**config.mk**
```make
export PLATFORM = sky130hd
export DESIGN_NAME = cpu_run_ctrl
export DESIGN_NICKNAME = d
export VERILOG_FILES = /design/src/rtl/cpu_run_ctrl.sv
export SDC_FILE = /design/constraint.sdc
export NUM_CORES = 1
export LEC_CHECK = 0
export CORE_UTILIZATION = 30
export DETAILED_ROUTE_END_ITERATION = 8
export GPL_TIMING_DRIVEN = 0
export PLACE_DENSITY = 0.73
export SLEW_MARGIN = 5
export SYNTH_ARGS = -nofsm -noshare
export SYNTH_HDL_FRONTEND = slang
export SYNTH_SLANG_ARGS = --single-unit
```
**constraint.sdc**
```tcl
create_clock -name CLK -period 3.1 [get_ports CLK]
set_input_delay 0.775 -clock CLK [delete_from_list [all_inputs] [get_ports CLK]]
set_output_delay 0.775 -clock CLK [all_outputs]
set_load 0.05 [all_outputs]
```
**src/rtl/cpu_run_ctrl.sv**
```systemverilog
// Run-control for the soft CPU: generates a registered clock-enable supporting
// free-run, counted stepping, PC breakpoints and external halt.
module cpu_run_ctrl #(
  parameter int unsigned STEP_W      = 16,
  parameter int unsigned PC_W        = 32,
  parameter int unsigned SYNC_STAGES = 2
) (
  input  logic              CLK,
  input  logic              RST_N,
  input  logic              RUN_ALWAYS,
  input  logic              STEP_TRIG,
  input  logic [STEP_W-1:0] STEP_COUNT,
  input  logic              BRK_EN,
  input  logic [PC_W-1:0]   BRK_ADDR,
  input  logic [PC_W-1:0]   PC,
  input  logic              HALT_REQ,
  output logic              CPU_EN,
  output logic [1:0]        RUN_STATE,
  output logic              BRK_HIT,
  output logic [STEP_W-1:0] STEPS_LEFT
);

  typedef enum logic [1:0] {
    ST_IDLE  = 2'b00,
    ST_STEP  = 2'b01,
    ST_FREE  = 2'b10,
    ST_BREAK = 2'b11
  } state_e;

  localparam logic [STEP_W-1:0] CNT_ONE = STEP_W'(1);

  state_e                  state_q, state_d;
  logic [SYNC_STAGES-1:0]  sync_q, sync_d;
  logic [SYNC_STAGES-1:0]  valid_q, valid_d;
  logic                    dly_q, dly_d;
  logic                    armed_q, armed_d;
  logic                    cpu_en_q, cpu_en_d;
  logic                    brk_hit_q, brk_hit_d;
  logic                    resume_q, resume_d;
  logic [STEP_W-1:0]       cnt_q, cnt_d;

  logic                    trig_last;
  logic                    step_rise;
  logic                    brk_match;
  logic                    enter;
  logic [STEP_W-1:0]       load_cnt;

  // valid_q tracks how far real samples have propagated down the chain, so a
  // button held through reset is never mistaken for a fresh low-to-high edge.
  always_comb begin
    sync_d    = {sync_q[SYNC_STAGES-2:0], STEP_TRIG};
    valid_d   = {valid_q[SYNC_STAGES-2:0], 1'b1};
    trig_last = sync_q[SYNC_STAGES-1];
    dly_d     = trig_last;
    armed_d   = armed_q | (valid_q[SYNC_STAGES-1] & ~trig_last);
    step_rise = armed_q & trig_last & ~dly_q;
    load_cnt  = (STEP_COUNT == '0) ? CNT_ONE : STEP_COUNT;
    brk_match = ((state_q == ST_STEP) || (state_q == ST_FREE)) & BRK_EN &
                cpu_en_q & (PC == BRK_ADDR) & ~resume_q;
  end

  always_comb begin
    state_d   = state_q;
    cnt_d     = cnt_q;
    brk_hit_d = 1'b0;
    enter     = 1'b0;
    if (HALT_REQ) begin
      state_d = ST_IDLE;
      cnt_d   = '0;
    end else if (brk_match) begin
      state_d   = ST_BREAK;
      cnt_d     = '0;
      brk_hit_d = 1'b1;
    end else begin
      unique case (state_q)
        ST_IDLE: begin
          if (RUN_ALWAYS) begin
            state_d = ST_FREE;
            enter   = 1'b1;
          end else if (step_rise) begin
            state_d = ST_STEP;
            cnt_d   = load_cnt;
            enter   = 1'b1;
          end
        end
        ST_STEP: begin
          if (RUN_ALWAYS) begin
            state_d = ST_FREE;
            cnt_d   = '0;
            enter   = 1'b1;
          end else if (cnt_q == CNT_ONE) begin
            state_d = ST_IDLE;
            cnt_d   = '0;
          end else begin
            cnt_d = cnt_q - CNT_ONE;
          end
        end
        ST_FREE: begin
          if (!RUN_ALWAYS) state_d = ST_IDLE;
        end
        ST_BREAK: begin
          // RUN_ALWAYS must be dropped before the CPU can leave a breakpoint.
          if (!RUN_ALWAYS) begin
            if (step_rise) begin
              state_d = ST_STEP;
              cnt_d   = load_cnt;
              enter   = 1'b1;
            end else begin
              state_d = ST_IDLE;
            end
          end
        end
        default: begin
          state_d = ST_IDLE;
          cnt_d   = '0;
        end
      endcase
    end
    cpu_en_d = (state_d == ST_STEP) || (state_d == ST_FREE);
    resume_d = enter;
  end

  always_ff @(posedge CLK) begin
    if (!RST_N) begin
      state_q   <= ST_IDLE;
      sync_q    <= '0;
      valid_q   <= '0;
      dly_q     <= 1'b0;
      armed_q   <= 1'b0;
      cpu_en_q  <= 1'b0;
      brk_hit_q <= 1'b0;
      resume_q  <= 1'b0;
      cnt_q     <= '0;
    end else begin
      state_q   <= state_d;
      sync_q    <= sync_d;
      valid_q   <= valid_d;
      dly_q     <= dly_d;
      armed_q   <= armed_d;
      cpu_en_q  <= cpu_en_d;
      brk_hit_q <= brk_hit_d;
      resume_q  <= resume_d;
      cnt_q     <= cnt_d;
    end
  end

  assign CPU_EN     = cpu_en_q;
  assign RUN_STATE  = state_q;
  assign BRK_HIT    = brk_hit_q;
  assign STEPS_LEFT = cnt_q;

endmodule

```
==> impl_results.md <==
- Worst Setup End Kind: flop
- Die W: 82.1 µm
- Post-synth top area share: 28.1%
- Synth cell types: 48
- Initial antenna violation count: 0
- Max Cap Viol: 0
- PostCTS Resize Cnt: 1
- Netlist area before placement: just under 0.002 mm²
- Setup crit end: STEPS_LEFT[3]$_SDFFE_PP0P_
- Pin count of the biggest net entering global routing: 16
- Vias in the first global route: roughly 2.2k
- Input/output buffers: 105
- Die Y: 82.1 µm
- Critical Path Source: BRK_ADDR[17]
- H-tree Lvls: 1
- Top FF cell, synth: dfxtp_1
- Register area share after synthesis: 28.1%
- Layout filler cell count: 620
- Most common cell in the synthesized netlist: xor2_1
- Final hold viol count: 0
- DP HPWL: approximately 4700 µm
- Leakage: 1.12 nW
- Final Non-Filler Cells: between 400 and 500
- Avg Cell Area, Syn: 8.02 µm²
- Pint: 0.605 mW
- CTS Sinks: 27
- Nets@finish: 442
- Reg-to-reg critical path startpoint: RUN_STATE[1]$_SDFF_PN0_
- Grt total ovfl: 0
- IO Pins: 106
- Clock power share: 24.3%
- Worst Reg-to-Reg Cells: 8
- Placed cells: 420
- Synth area leaders: dfxtp_1 (28%), xor2_1 (13%), a21oi_1 (5.2%)
- Fmax: 0.369 GHz
- Root buf cell: clkbuf_8
- Status: finished clean
- Rel. slew slack: 51.3%
- Area Growth Syn to Fin: 62.6%
- Num rows: 28
- Critical Path RT: about 3.3 ns
- Vias: 2263
- DRC: 0
- Die ar.: around 0.0067 mm²
- Hold Crit Class: flop to flop
- Clk Latency, worst-skew pair: 0.28 ns
- Core area: between 0.006 and 0.007 mm²
- CTS tree: done
- Switching portion of total power: 29.0%
- Seq pwr share: between 40% and 50%
- Syn nets: 332
- Finish-stage setup viols: 0
- DRT antenna net count: 0
- Antenna diode count: 0
- Reg2reg end: STEPS_LEFT[3]$_SDFFE_PP0P_
- Synth cell count leaders: xor2_1 (29), dfxtp_1 (27), a21oi_1 (20), nor2_1 (17), nor4_1 (14)
- TNS Setup: 0 ns
- Pwr Density: 273 mW/mm²
- Pre-antenna DRT Iters: 4
- GRT Resource Usage Total: between 10% and 20%
- Reg clk slew, reported paths: 0.09 ns
- Post-route cell area: 0.00313 mm²
- RSZ-0062 raised after global routing: no
- Layout cells sized above 1: 4.87%
- Initial Util: 31.8%
- Max VDD drop: 0.153 mV
- Slew Viols, Final: 0
- Global-route wire length before repair: 9760 µm
- Routed Wire Length: 5980 µm
- Post-DR wirelength/cell: 14.1 µm
- CP Launch Type: input pin
- Hold slack: 0.445 ns
- Post-CTS Setup Inserts: 0
- Clock buffer depth: 2
- Cts hold-fix bufs: 0
- Ys async rst share: 0%
- Comb power frac: 32.9%
- Hold path depth: 1
- P_sw: 0.247 mW
- Initial DRC Count: 137
- Layout Utilization: 51.6%
- Number of flops mapped to enable cells by yosys: 0
- TritonCTS Buffers: 3
- Post-DR vias/cell: ~5.3
- Fin crit share: between 80% and 90%
- Synth Instances: 240
- Worst Skew: 0.00763 ns
- Worst EP arrival: around 2.9 ns
- Final min period: approximately 2.7 ns
- RePlAce Congestion: 0.862
- Worst slew pin tran: between 0.7 and 0.8 ns
- Area leader, netlist: dfxtp_1
- Placed cell area: 0.00307 mm²
- Internal reg-to-reg setup slack: 0.40 ns
- Crit-path max FO: 10
- Crit Path Category: input pin to flop
- Ys Warns: 0
- Seq cells post-synth: 27
-- cells in the final DEF, fill, tap and decap left out, types with 2 or more instances in the layout --
master	instances
a21oi_1	20
a22oi_1	4
a31oi_1	7
a32oi_1	2
and2_1	4
and3_1	2
buf_2	2
buf_6	2
clkbuf_1	5
clkbuf_8	3
clkdlybuf4s50_1	105
dfxtp_1	27
ha_1	6
inv_1	12
nand2_1	8
nand2b_1	4
nand3_1	2
nand4_1	2
nor2_1	17
nor2b_1	5
nor3_1	9
nor4_1	14
o21a_1	3
o21ai_0	12
o21ai_1	6
o221ai_1	2
o2bb2ai_1	3
o32ai_1	2
or2_2	3
or3_1	2
or4_1	2
or4b_2	2
xnor2_1	4
xor2_1	29
-- how the worst min path moves through the flow --
stage / startpoint / end / slack (ns)
finish: valid_q[0]$_DFF_P_ / valid_q[1]$_SDFF_PN0_ / 0.45
global route: sync_q[0]$_SDFF_PN0_ / sync_q[1]$_SDFF_PN0_ / 0.48
floorplan: sync_q[0]$_SDFF_PN0_ / sync_q[1]$_SDFF_PN0_ / 0.41
detailed placement: valid_q[0]$_DFF_P_ / valid_q[1]$_SDFF_PN0_ / 0.42
CTS: valid_q[0]$_DFF_P_ / valid_q[1]$_SDFF_PN0_ / 0.45
global placement: valid_q[0]$_DFF_P_ / valid_q[1]$_SDFF_PN0_ / 0.41
-- routing by layer --
metal	routed length (µm)	GRT usage [%]	part of all wire [%]	up-vias
li1	-	-	-	1101
met1	2340	21.6	39	1046
met2	3070	33.1	51	110
met3	507	5.05	8.5	6
met4	64	5.96	1.1	0
met5	0	0	0	-
-- final cells by class --
class | count | area, µm² | area share, %
buffer | 9 | 51.3 | 1.64
timing repair buffer | 105 | 1050 | 33.6
sequential | 27 | 541 | 17.3
multi-input combinational | 191 | 1300 | 41.5
inverter | 13 | 48.8 | 1.56
clock buffer | 3 | 41.3 | 1.32
tap | 75 | 93.8 | 3.00
clock inverter | 1 | 5.00 | 0.160
-- registers in the layout, summed over array words and instances, names as in the netlist --
signal / cells
valid_q: 2
sync_q: 2
CPU_EN: 1
STEPS_LEFT: 16
RUN_STATE: 2
resume_q: 1
dly_q: 1
BRK_HIT: 1
armed_q: 1
-- power groups by stage --
| stage | registers, mW | logic (mW) | clock network [mW] |
|---|---|---|---|
| 6_report | 0.365 | 0.281 | 0.207 |
| 5_1_grt | 0.366 | 0.305 | 0.229 |
| 4_1_cts | 0.365 | 0.279 | 0.213 |
| 3_5_place_dp | 0.373 | 0.277 | 0 |
| 3_3_place_gp | 0.372 | 0.274 | 0 |
| 2_1_floorplan | 0.388 | 0.107 | 0 |
-- through the flow --
stage,power (mW),worst slack [ns]
2_1_floorplan,0.495,0.316
3_3_place_gp,0.646,-0.464
3_5_place_dp,0.650,-0.461
4_1_cts,0.857,0.195
5_1_grt,0.900,0.159
6_report,0.853,0.390
-- cells by family (layout without fill, tap and decap cells) --
family                   Yosys count  after routing  synth area share (%)
XOR/XNOR                          33             33                  15.0
adder cells (fa/ha/maj)            6              6                  3.90
flip-flops                        27             27                  28.1
AO/OA/AOI/OAI                     71             71                  24.3
buffers and inverters             22            131                  5.20
AND/OR/NAND/NOR                   81             81                  23.5
-- critical path, cell delays in order --
cell and delay, ns:
clkdlybuf4s50_1 0.41, xor2_1 0.16, nor4_1 0.32, nand4_1 0.26, o31ai_4 0.52, buf_2 0.34
nor2_1 0.07
(Power assumes the default switching activity.)
